**config.mk**
```make
export PLATFORM = sky130hd
export DESIGN_NAME = feature_frame_sequencer
export DESIGN_NICKNAME = d
export VERILOG_FILES = /design/src/rtl/feature_frame_sequencer.sv
export SDC_FILE = /design/constraint.sdc
export NUM_CORES = 1
export LEC_CHECK = 0
export ABC_AREA = 1
export CORE_MARGIN = 2
export CORE_UTILIZATION = 46
export CTS_BUF_LIST = sky130_fd_sc_hd__clkbuf_4
export DETAILED_ROUTE_END_ITERATION = 6
export PLACE_DENSITY = 0.85
export SETUP_SLACK_MARGIN = 0.2
export SKIP_CTS_REPAIR_TIMING = 1
export SLEW_MARGIN = 20
export SYNTH_ARGS = -nofsm -noshare
export SYNTH_HDL_FRONTEND = slang
export SYNTH_SLANG_ARGS = --single-unit
export TNS_END_PERCENT = 1
```
**constraint.sdc**
```tcl
create_clock -name clk -period 3.3 [get_ports clk]
set_clock_uncertainty 0.2 [all_clocks]
set_input_delay 0.33 -clock clk [delete_from_list [all_inputs] [get_ports clk]]
set_output_delay 0.33 -clock clk [all_outputs]
set_load 0.01 [all_outputs]
```
**src/rtl/feature_frame_sequencer.sv**
```systemverilog
// Sensor frame sequencer: collects four channel words, waits for the classifier to settle, and presents the result.
// Optional partial-frame timeout is built with `define FEATURE_TIMEOUT_EN.
module feature_frame_sequencer #(
  parameter int SETTLE_CYCLES  = 2,
  parameter int TIMEOUT_CYCLES = 1000
) (
  input  logic        clk,
  input  logic        rst_n,
  input  logic        s_valid,
  output logic        s_ready,
  input  logic [1:0]  s_chan,
  input  logic [15:0] s_data,
  output logic [15:0] feat_temp,
  output logic [15:0] feat_light,
  output logic [15:0] feat_voc,
  output logic [15:0] feat_press,
  input  logic [2:0]  cls_id,
  output logic        r_valid,
  input  logic        r_ready,
  output logic [2:0]  r_class_id,
  output logic [4:0]  r_onehot,
  output logic [7:0]  r_frame_cnt,
  output logic        err_dup,
  output logic        err_timeout
);

  typedef enum logic [1:0] {
    COLLECT = 2'd0,
    SETTLE  = 2'd1,
    HOLD    = 2'd2
  } state_t;

  state_t      state_r;
  logic [3:0]  mask_r;
  logic [3:0]  settle_cnt_r;
  logic        s_ready_r;
  logic        r_valid_r;
  logic [2:0]  r_class_id_r;
  logic [7:0]  r_frame_cnt_r;
  logic        err_dup_r;
  logic [15:0] feat_temp_r;
  logic [15:0] feat_light_r;
  logic [15:0] feat_voc_r;
  logic [15:0] feat_press_r;

  logic        xfer_s;
  logic [3:0]  chan_bit_s;
  logic [3:0]  mask_next_s;

  // Classes 4..7 all land on the top bit.
  function automatic logic [4:0] onehot_f(input logic [2:0] id);
    case (id)
      3'd0:    onehot_f = 5'b00001;
      3'd1:    onehot_f = 5'b00010;
      3'd2:    onehot_f = 5'b00100;
      3'd3:    onehot_f = 5'b01000;
      default: onehot_f = 5'b10000;
    endcase
  endfunction

  assign xfer_s      = s_valid & s_ready_r;
  assign chan_bit_s  = 4'b0001 << s_chan;
  assign mask_next_s = mask_r | chan_bit_s;

`ifdef FEATURE_TIMEOUT_EN
  localparam int IDLE_W = (TIMEOUT_CYCLES > 1) ? $clog2(TIMEOUT_CYCLES) : 1;
  localparam logic [IDLE_W-1:0] IDLE_LAST = IDLE_W'(TIMEOUT_CYCLES - 1);
  logic [IDLE_W-1:0] idle_r;
  logic              err_timeout_r;
  assign err_timeout = err_timeout_r;
`else
  assign err_timeout = 1'b0;
`endif

  // Frame collection FSM, feature registers and result registers.
  always_ff @(posedge clk or negedge rst_n) begin
    if (!rst_n) begin
      state_r       <= COLLECT;
      mask_r        <= 4'h0;
      settle_cnt_r  <= 4'd0;
      s_ready_r     <= 1'b0;
      r_valid_r     <= 1'b0;
      r_class_id_r  <= 3'd0;
      r_frame_cnt_r <= 8'd0;
      err_dup_r     <= 1'b0;
      feat_temp_r   <= 16'h0000;
      feat_light_r  <= 16'h0000;
      feat_voc_r    <= 16'h0000;
      feat_press_r  <= 16'h0000;
`ifdef FEATURE_TIMEOUT_EN
      idle_r        <= '0;
      err_timeout_r <= 1'b0;
`endif
    end else begin
      err_dup_r <= 1'b0;
`ifdef FEATURE_TIMEOUT_EN
      err_timeout_r <= 1'b0;
`endif
      case (state_r)
        COLLECT: begin
          s_ready_r <= 1'b1;
          if (xfer_s) begin
            case (s_chan)
              2'd0:    feat_temp_r  <= s_data;
              2'd1:    feat_light_r <= s_data;
              2'd2:    feat_voc_r   <= s_data;
              default: feat_press_r <= s_data;
            endcase
            err_dup_r <= |(mask_r & chan_bit_s);
            mask_r    <= mask_next_s;
`ifdef FEATURE_TIMEOUT_EN
            idle_r    <= '0;
`endif
            if (mask_next_s == 4'hF) begin
              state_r      <= SETTLE;
              settle_cnt_r <= 4'(SETTLE_CYCLES);
              s_ready_r    <= 1'b0;
            end
          end else begin
`ifdef FEATURE_TIMEOUT_EN
            // Idle time only accumulates inside a partial frame.
            if (mask_r != 4'h0 && mask_r != 4'hF) begin
              if (idle_r == IDLE_LAST) begin
                mask_r        <= 4'h0;
                idle_r        <= '0;
                err_timeout_r <= 1'b1;
              end else begin
                idle_r <= idle_r + 1'b1;
              end
            end else begin
              idle_r <= '0;
            end
`endif
          end
        end
        SETTLE: begin
          s_ready_r <= 1'b0;
          if (settle_cnt_r == 4'd0) begin
            r_class_id_r <= cls_id;
            r_valid_r    <= 1'b1;
            state_r      <= HOLD;
          end else begin
            settle_cnt_r <= settle_cnt_r - 4'd1;
          end
        end
        HOLD: begin
          if (r_valid_r && r_ready) begin
            r_valid_r     <= 1'b0;
            mask_r        <= 4'h0;
            r_frame_cnt_r <= r_frame_cnt_r + 8'd1;
            s_ready_r     <= 1'b1;
            state_r       <= COLLECT;
          end else begin
            s_ready_r <= 1'b0;
          end
        end
        default: begin
          state_r   <= COLLECT;
          mask_r    <= 4'h0;
          s_ready_r <= 1'b0;
          r_valid_r <= 1'b0;
        end
      endcase
    end
  end

  assign s_ready     = s_ready_r;
  assign r_valid     = r_valid_r;
  assign r_class_id  = r_class_id_r;
  assign r_onehot    = onehot_f(r_class_id_r);
  assign r_frame_cnt = r_frame_cnt_r;
  assign err_dup     = err_dup_r;
  assign feat_temp   = feat_temp_r;
  assign feat_light  = feat_light_r;
  assign feat_voc    = feat_voc_r;
  assign feat_press  = feat_press_r;

endmodule

```
==> impl_metrics.env, run 1 <==
export IMPL_drive_above_1_share=0.09671
export IMPL_cts_tree="built"
export IMPL_place_port_buffers=107
export IMPL_synth_top_area_cell="dfrtp_1"
export IMPL_synth_flop_cell="dfrtp_1"
export IMPL_crit_required_ns=2.77
export IMPL_hold_ws_ns=0.2462
export IMPL_worstHoldPathType="input port to flop"
export IMPL_yosysMostFrequentCell="nand2_1"
export IMPL_worstPathMaxFanout=7
export IMPL_wl_per_cell_um=14.25
export IMPL_wl_um=8378
export IMPL_n_antenna_cell=0
export IMPL_drcViolationCount=0
export IMPL_hpwl_um=5948
export IMPL_die_area_um2=8725
export IMPL_register_area_um2=2202
export IMPL_netlist_area_leader_share=0.5988
export IMPL_synth_edf_count=0
export IMPL_yosysUniqueCellTypes=31
export IMPL_drt_vias_per_instance=4.959
export IMPL_ant_nets=0
export IMPL_synth_xor_area_frac=0.01667
export IMPL_async_reset_ff_frac=1.000
export IMPL_cts_sinks=88
export IMPL_worst_pin_slew_ns=0.7684
export IMPL_grt_pass1_vias=2820
export IMPL_power_density_nw_per_um2=889.1
export IMPL_cts_root_buf="clkbuf_4"
export IMPL_antenna_found_initial=0
export IMPL_synth_compound_area_share=0.1096
export IMPL_die_x_um=93.41
export IMPL_firstDrtPassIters=4
export IMPL_grt_max_degree=89
export IMPL_multi_input_area_um2=1249
export IMPL_cts_made_buffers=9
export IMPL_ys_seq_elements=88
export IMPL_max_freq_mhz=452.3
export IMPL_period_share=0.6700
export IMPL_relSlewSlack=0.4878
export IMPL_place_gp_congestion=0.8177
export IMPL_ios=109
export IMPL_synth_top_family_by_area="simple AND/OR/NAND/NOR gates"
export IMPL_synth_top_cells_by_count="107 x nand2_1, 88 x dfrtp_1, 45 x o21ai_0, 33 x inv_1"
export IMPL_crit_path_start_kind="flop"
export IMPL_htree_num_levels=3
export IMPL_mappedNetlistArea_um2=3677
export IMPL_grt_pass1_wl_um=13650
export IMPL_cp_arrival_ns=1.68
export IMPL_cts_buffer_depth=2
export IMPL_synthMuxAreaShare=0
export IMPL_crit_type="flop to output port"
export IMPL_initial_core_util=0.4759
export IMPL_rsz0062_at_grt="no"
export IMPL_syn_inst=376
export IMPL_worstSkewPairLatency_ns=0.43
export IMPL_fillers=633
export IMPL_tns_ns=0
export IMPL_ys_top_cells_by_area="dfrtp_1 60%, nand2_1 11%, o21ai_0 6.1%, inv_1 3.4%, o21ai_2 2.9%"
export IMPL_synth_fa_ha_area_frac=0.01021
export IMPL_total_leakage_power_nw=2.319
export IMPL_synthToLayoutAreaGrowth_pct=33.89
export IMPL_hold_viol=0
export IMPL_synth_warnings=0
export IMPL_die_h_um=93.41
export IMPL_nets=509
export IMPL_yosys_area_share_simple=0.2021
export IMPL_coreArea_um2=7727
export IMPL_synth_fp_nets=404
export IMPL_finalSetupViolCount=0
export IMPL_drt_iter0_drc=142
export IMPL_finalCriticalPeriod_ns=2.211
export IMPL_grt_overflow_total=0
export IMPL_clk_pin_slew_worst_paths_ns=0.14
export IMPL_rows=32
export IMPL_utilization=0.6371
export IMPL_endpoint_kind="output port"
export IMPL_timing_reg2reg_setup_slack_ns=1.36
export IMPL_avgSynthCellArea_um2=9.780
export IMPL_grt_usage=0.2006
export IMPL_finalPower_mw=4.377
export IMPL_ir_drop_mv=0.3916
export IMPL_drv_slew=0
export IMPL_yosysSeqAreaShare=0.5988
export IMPL_outcome="complete, no violations"
export IMPL_num_vias=2916
export IMPL_drv_cap=0
[area by class of cell]
| class | instances | share of cell area |
|---|---|---|
| Clock buffer | 9 | 0.01372 |
| Clock inverter | 7 | 0.01118 |
| Inverter | 36 | 0.02846 |
| Multi-Input combinational cell | 238 | 0.2536 |
| Sequential cell | 88 | 0.4473 |
| Tap cell | 102 | 0.02592 |
| Timing Repair Buffer | 108 | 0.2198 |
[where the power goes]
group | switching, mW | internal, mW
clock network | 0.382 | 0.161
registers | 0.302 | 1.53
logic | 0.954 | 1.05
total | 1.64 | 2.74
[routing by layer]
layer / GRT usage / up-vias / routed length (um)
met2: 0.3273 / 92 / 4131
met5: 0 / - / 0
met1: 0.2573 / 1404 / 3620
met4: 0.08456 / 0 / 125
met3: 0.04674 / 12 / 501
li1: - / 1408 / -
[worst paths after layout]
kind,startpoint,end,cells after the start
setup / recovery,r_class_id[2],r_onehot[1],2
hold / removal,cls_id[2],r_class_id[2],3
hold reg to reg,feat_press[3],feat_press[3],2
max in group asynchronous,rst_n,feat_temp[0],2
setup reg to reg,state_r[0],feat_press[4],6
min in group asynchronous,rst_n,r_frame_cnt[7],2
[layout by cell type (no fill, tap or decap)]
cell type / instances
dfrtp_1: 88
conb_1: 1
buf_6: 1
nand2_1: 107
o21ai_2: 12
nor2_2: 4
inv_2: 2
inv_8: 1
nor3_1: 5
o21ai_1: 11
nor3_4: 1
nand3_4: 3
nor2_4: 2
nand3_2: 1
nand2_2: 1
xnor2_1: 3
ha_1: 3
clkdlybuf4s50_1: 106
inv_6: 2
inv_1: 33
nand3_1: 12
a21oi_1: 2
nand4_2: 1
clkinvlp_4: 3
clkinv_4: 1
clkbuf_4: 9
clkinv_1: 1
nand3b_1: 2
o21ai_0: 45
dlygate4sd3_1: 1
nand4_1: 4
xor2_1: 4
a211oi_1: 1
nor2_1: 10
nand2_4: 3
[registers in the layout, indices dropped and copies added, names as in the netlist]
register	flops
feat_temp	16
settle_cnt_r	4
feat_press	16
r_valid	1
r_class_id	3
feat_light	16
r_frame_cnt	8
s_ready	1
err_dup	1
mask_r	4
feat_voc	16
state_r	2
[worst max-delay path, stage by stage (launching register included)]
cell and delay [ns]:
dfrtp_1 0.47, nor3_1 0.21, clkdlybuf4s50_1 0.57
[metrics by stage]
step | area, um^2 | instances | worst slack (ns)
floorplan | 3677 | 376 | 1.733
global placement | 4787 | 571 | 1.271
detailed placement | 4787 | 571 | 1.180
CTS | 4910 | 587 | 1.057
global route | 4923 | 588 | 0.9366
finish | 4923 | 588 | 1.089
[cell families after synthesis]
logic type / after synthesis
AOI/OAI and AO/OA: 71
adders and majority gates: 3
xor gates and xnor gates: 7
buffers and inverters: 50
and+or+nand+nor: 156
other: 1
DFF: 88
Note: power is estimated with default switching activity, not from simulation.
==> run 2: changes to the inputs <==
==> constraint.sdc (replaced) <==
create_clock -name clk -period 2.1 [get_ports clk]
set_clock_uncertainty 0.2 [all_clocks]
set_input_delay 0.21 -clock clk [delete_from_list [all_inputs] [get_ports clk]]
set_output_delay 0.21 -clock clk [all_outputs]
set_load 0.01 [all_outputs]
==> run 2 against run 1 <==
- sequential cell count stayed put
- sequential power is 57% higher
- first-iteration DRC count is 20% lower
- largest power group unchanged
- cell count is 0.68% higher
- largest cell class unchanged
- die area stayed put
- power is 58% higher
- wire length is 0.26% higher
==> impl_metrics.env, run 2 (synthesis gave the netlist of run 1 again) <==
export IMPL_synthToLayoutAreaGrowth_pct=36.10
export IMPL_crit_required_ns=2.21
export IMPL_outcome="complete, no violations"
export IMPL_setup_ws_ns=0.2008
export IMPL_period_share=0.9044
export IMPL_path_delay_family="simple AND/OR/NAND/NOR gates"
export IMPL_grt_usage=0.2038
export IMPL_drcViolationCount=0
export IMPL_n_antenna_cell=0
export IMPL_wl_met2_um=4157
export IMPL_final_cells=592
export IMPL_clk_pin_slew_worst_paths_ns=0.15
export IMPL_rsz0062_at_grt="yes"
export IMPL_total_leakage_power_nw=2.440
export IMPL_die_h_um=93.41
export IMPL_grt_pass1_wl_um=13920
export IMPL_timing_reg2reg_setup_slack_ns=0.20
export IMPL_finalPower_mw=6.917
export IMPL_worstPathMaxFanout=32
export IMPL_wl_um=8400
export IMPL_grt_max_degree=41
export IMPL_crit_buf_inv=1
export IMPL_firstDrtPassIters=5
export IMPL_ant_nets=0
export IMPL_mostFrequentLayoutCells="107 x nand2_1, 99 x clkdlybuf4s50_1, 83 x dfrtp_1"
export IMPL_nets=513
export IMPL_power_density_nw_per_um2=1382
export IMPL_htree_num_levels=3
export IMPL_max_stage_delay_ns=0.48
export IMPL_hpwl_um=6140
export IMPL_relSlewSlack=0.6578
export IMPL_place_port_buffers=107
export IMPL_crit_path_frequent_cell="nand3_4"
export IMPL_grt_pass1_vias=2839
export IMPL_finalCriticalPeriod_ns=1.899
export IMPL_rr_startpoint="state_r[1]"
export IMPL_grt_overflow_total=0
export IMPL_cts_sinks=88
export IMPL_cts_tree="built"
export IMPL_finalSetupViolCount=0
export IMPL_drt_iter0_drc=114
export IMPL_drive_above_1_share=0.1163
export IMPL_ir_drop_mv=0.6022
export IMPL_worstSkewPairLatency_ns=0.43
export IMPL_wl_met1_um=3678
export IMPL_cts_root_buf="clkbuf_4"
export IMPL_max_freq_mhz=526.5
export IMPL_place_gp_congestion=0.7792
export IMPL_endpoint_kind="flop"
export IMPL_ios=109
export IMPL_cts_buffer_depth=2
export IMPL_crit_type="flop to flop"
export IMPL_drt_vias_per_instance=4.961
export IMPL_cp_slowest_cell="dfrtp_2"
export IMPL_worst_pin_slew_ns=0.5134
export IMPL_top_layer_used="met4"
export IMPL_initial_core_util=0.4759
export IMPL_drv_slew=0
export IMPL_wl_per_cell_um=14.19
export IMPL_cts_made_buffers=9
export IMPL_antenna_found_initial=0
export IMPL_cp_cell_sequence="nor2_4 -> nand3_4 -> inv_6 -> nand3_4 -> nand2_1 -> o21ai_1"
export IMPL_dp_cells=575
export IMPL_num_vias=2937
export IMPL_rows=32
export IMPL_coreArea_um2=7727
export IMPL_place_ws_ns=0.1168
export IMPL_crit_path_start_kind="flop"
export IMPL_utilization=0.6477
export IMPL_worstHoldPathType="input port to asynchronous set/reset pin"
export IMPL_tns_ns=0
export IMPL_die_x_um=93.41
export IMPL_final_common_cell="nand2_1"
export IMPL_route_met3_wl_um=468
export IMPL_hold_viol=0
export IMPL_drv_cap=0
export IMPL_cp_startpoint="state_r[1]"
export IMPL_cp_arrival_ns=2.01
export IMPL_die_area_um2=8725
-- run 2: per-stage QoR --
step / hold slack [ns] / area, um^2
detailed placement: 0.01658 / 4842
global placement: 0.01404 / 4842
finish: 0.06983 / 5005
floorplan: -0.2856 / 3677
CTS: -0.4710 / 4971
global route: 0.09163 / 5005
-- run 2: area by class of cell --
type / instances / area [um^2]
sequential: 88 / 2208
fill: 589 / 2723
clock inverter: 7 / 61.31
multi-input combinational: 238 / 1249
clock buffer: 9 / 67.56
timing repair buffer: 112 / 1151
tap: 102 / 127.6
inverter: 36 / 140.1
-- run 2: report_power, final --
group	internal, mW	leakage, nW	switching (mW)
sequential	2.41	1.09	0.470
clock	0.264	0.0650	0.618
combinational	1.65	1.29	1.50
-- run 2: final timing paths --
check / to / depth (start not counted)
max: feat_press[7] / 6
min: feat_voc[12] / 2
max reg2reg: feat_press[7] / 6
min reg2reg: feat_light[0] / 2
max in group asynchronous: feat_light[10] / 3
min in group clk: r_class_id[1] / 3
-- run 2: routing by layer --
layer / up-vias / track usage
met5: - / 0
met3: 10 / 0.04110
met1: 1396 / 0.2733
li1: 1431 / -
met2: 100 / 0.3315
met4: 0 / 0.06985
==> run 3: changes to the inputs <==
--- a/config.mk
+++ b/config.mk
@@ -10,6 +10,8 @@
 export CORE_UTILIZATION = 46
 export CTS_BUF_LIST = sky130_fd_sc_hd__clkbuf_4
 export DETAILED_ROUTE_END_ITERATION = 6
+export GPL_ROUTABILITY_DRIVEN = 0
+export MAX_ROUTING_LAYER = met4
 export PLACE_DENSITY = 0.85
 export SETUP_SLACK_MARGIN = 0.2
 export SKIP_CTS_REPAIR_TIMING = 1
==> run 3 against run 2 <==
- final area is the same
- worst setup slack worse by 0.0069 ns
- power is essentially flat
==> impl_metrics.env, run 3 (synthesis gave the netlist of run 1 again) <==
export IMPL_setup_ws_ns=0.1939
export IMPL_rr_startpoint="state_r[1]"
export IMPL_worstPathMaxFanout=32
export IMPL_crit_path_start_kind="flop"
export IMPL_rsz0062_at_grt="yes"
export IMPL_drv_slew=0
export IMPL_drt_iter0_drc=123
export IMPL_ir_drop_mv=0.6047
export IMPL_hold_ws_ns=0.06597
export IMPL_grt_pass1_vias=2835
export IMPL_synthToLayoutAreaGrowth_pct=36.10
export IMPL_total_leakage_power_nw=2.440
export IMPL_path_delay_family="simple AND/OR/NAND/NOR gates"
export IMPL_grt_max_degree=41
export IMPL_grt_overflow_total=0
export IMPL_hold_viol=0
export IMPL_register_area_um2=2208
export IMPL_n_antenna_cell=0
export IMPL_final_cells=592
export IMPL_power_internal_mw=4.330
export IMPL_mostFrequentLayoutCells="107 x nand2_1, 99 x clkdlybuf4s50_1, 83 x dfrtp_1"
export IMPL_die_area_um2=8725
export IMPL_outcome="complete, no violations"
export IMPL_max_stage_delay_ns=0.48
export IMPL_firstDrtPassIters=4
export IMPL_cts_made_buffers=9
export IMPL_crit_buf_inv=1
export IMPL_worstSkewPairLatency_ns=0.43
export IMPL_switchingPower_mw=2.584
export IMPL_cts_tree="built"
export IMPL_drv_cap=0
export IMPL_dp_cells=575
export IMPL_place_port_buffers=107
export IMPL_cts_buffer_depth=2
export IMPL_finalPower_mw=6.914
export IMPL_crit_path_frequent_cell="nand3_4"
export IMPL_worstHoldPathType="input port to asynchronous set/reset pin"
export IMPL_fillers=589
export IMPL_cts_root_buf="clkbuf_4"
export IMPL_ios=109
export IMPL_period_share=0.9077
export IMPL_clk_pin_slew_worst_paths_ns=0.15
export IMPL_cp_slowest_cell="dfrtp_2"
export IMPL_place_ws_ns=0.1168
export IMPL_tns_ns=0
export IMPL_ant_nets=0
export IMPL_p_sw_frac=0.3737
export IMPL_die_x_um=93.41
export IMPL_nets=513
export IMPL_crit_required_ns=2.22
export IMPL_wl_per_cell_um=14.19
export IMPL_drt_vias_per_instance=4.939
export IMPL_seqPwrFrac=0.417
export IMPL_max_freq_mhz=524.6
export IMPL_die_h_um=93.41
export IMPL_endpoint_kind="flop"
export IMPL_cp_cell_sequence="nor2_4 -> nand3_4 -> inv_6 -> nand3_4 -> nand2_1 -> o21ai_1"
export IMPL_htree_num_levels=3
export IMPL_drcViolationCount=0
export IMPL_worst_pin_slew_ns=0.5132
export IMPL_grt_usage=0.2096
export IMPL_power_density_nw_per_um2=1381
export IMPL_relSlewSlack=0.6579
export IMPL_drive_above_1_share=0.1163
export IMPL_finalSetupViolCount=0
export IMPL_grt_pass1_wl_um=13920
export IMPL_coreArea_um2=7727
export IMPL_rows=32
export IMPL_cp_startpoint="state_r[1]"
export IMPL_multi_input_area_um2=1249
export IMPL_timing_reg2reg_setup_slack_ns=0.19
export IMPL_hpwl_um=6140
export IMPL_crit_type="flop to flop"
export IMPL_clkPwrFrac=0.127
export IMPL_cts_sinks=88
export IMPL_num_vias=2924
export IMPL_initial_core_util=0.4759
export IMPL_cp_arrival_ns=2.02
export IMPL_wl_um=8403
export IMPL_antenna_found_initial=0
export IMPL_finalCriticalPeriod_ns=1.906
export IMPL_final_common_cell="nand2_1"
export IMPL_pwr_share_comb=0.456
[run 3: cell counts in the layout (fill, tap and decap cells not counted)]
No cell type changed its count.
[run 3: worst paths after layout]
check                            endpoint  depth (start not counted)
min reg2reg                 feat_light[0]                          2
max                         feat_press[7]                          6
min in group clk            r_class_id[1]                          3
max in group asynchronous  feat_light[10]                          3
max reg2reg                 feat_press[7]                          6
min                          feat_voc[12]                          2
[run 3: per-stage QoR]
| stage | cell area (um^2) | util |
|---|---|---|
| floorplan | 3677 | - |
| global placement | 4842 | 0.6266 |
| detailed placement | 4842 | 0.6266 |
| CTS | 4971 | 0.6433 |
| global route | 5005 | 0.6477 |
| finish | 5005 | 0.6477 |
[run 3: area by class of cell]
| class | count | share of cell area |
|---|---|---|
| clock buffer | 9 | 0.01350 |
| inverter | 36 | 0.02800 |
| clock inverter | 7 | 0.01225 |
| tap | 102 | 0.02550 |
| multi-input combinational | 238 | 0.2495 |
| timing repair buffer | 112 | 0.2300 |
| sequential | 88 | 0.4413 |
[run 3: power by group through the flow]
| stage | clock [mW] | sequential, mW | combinational, mW |
|---|---|---|---|
| finish | 0.876 | 2.89 | 3.15 |
| global route | 0.990 | 2.98 | 3.46 |
| CTS | 0.903 | 2.88 | 3.20 |
| detailed placement | 0 | 2.91 | 3.18 |
| global placement | 0 | 2.89 | 3.06 |
| floorplan | 0 | 3.16 | 1.15 |
[run 3: metal layers]
| layer | track usage | part of all wire | vias up |
|---|---|---|---|
| met5 | - | 0 | - |
| met4 | 0.06985 | 0.014 | 0 |
| met3 | 0.03868 | 0.057 | 13 |
| met2 | 0.3315 | 0.50 | 98 |
| met1 | 0.2755 | 0.43 | 1384 |
| li1 | - | - | 1429 |
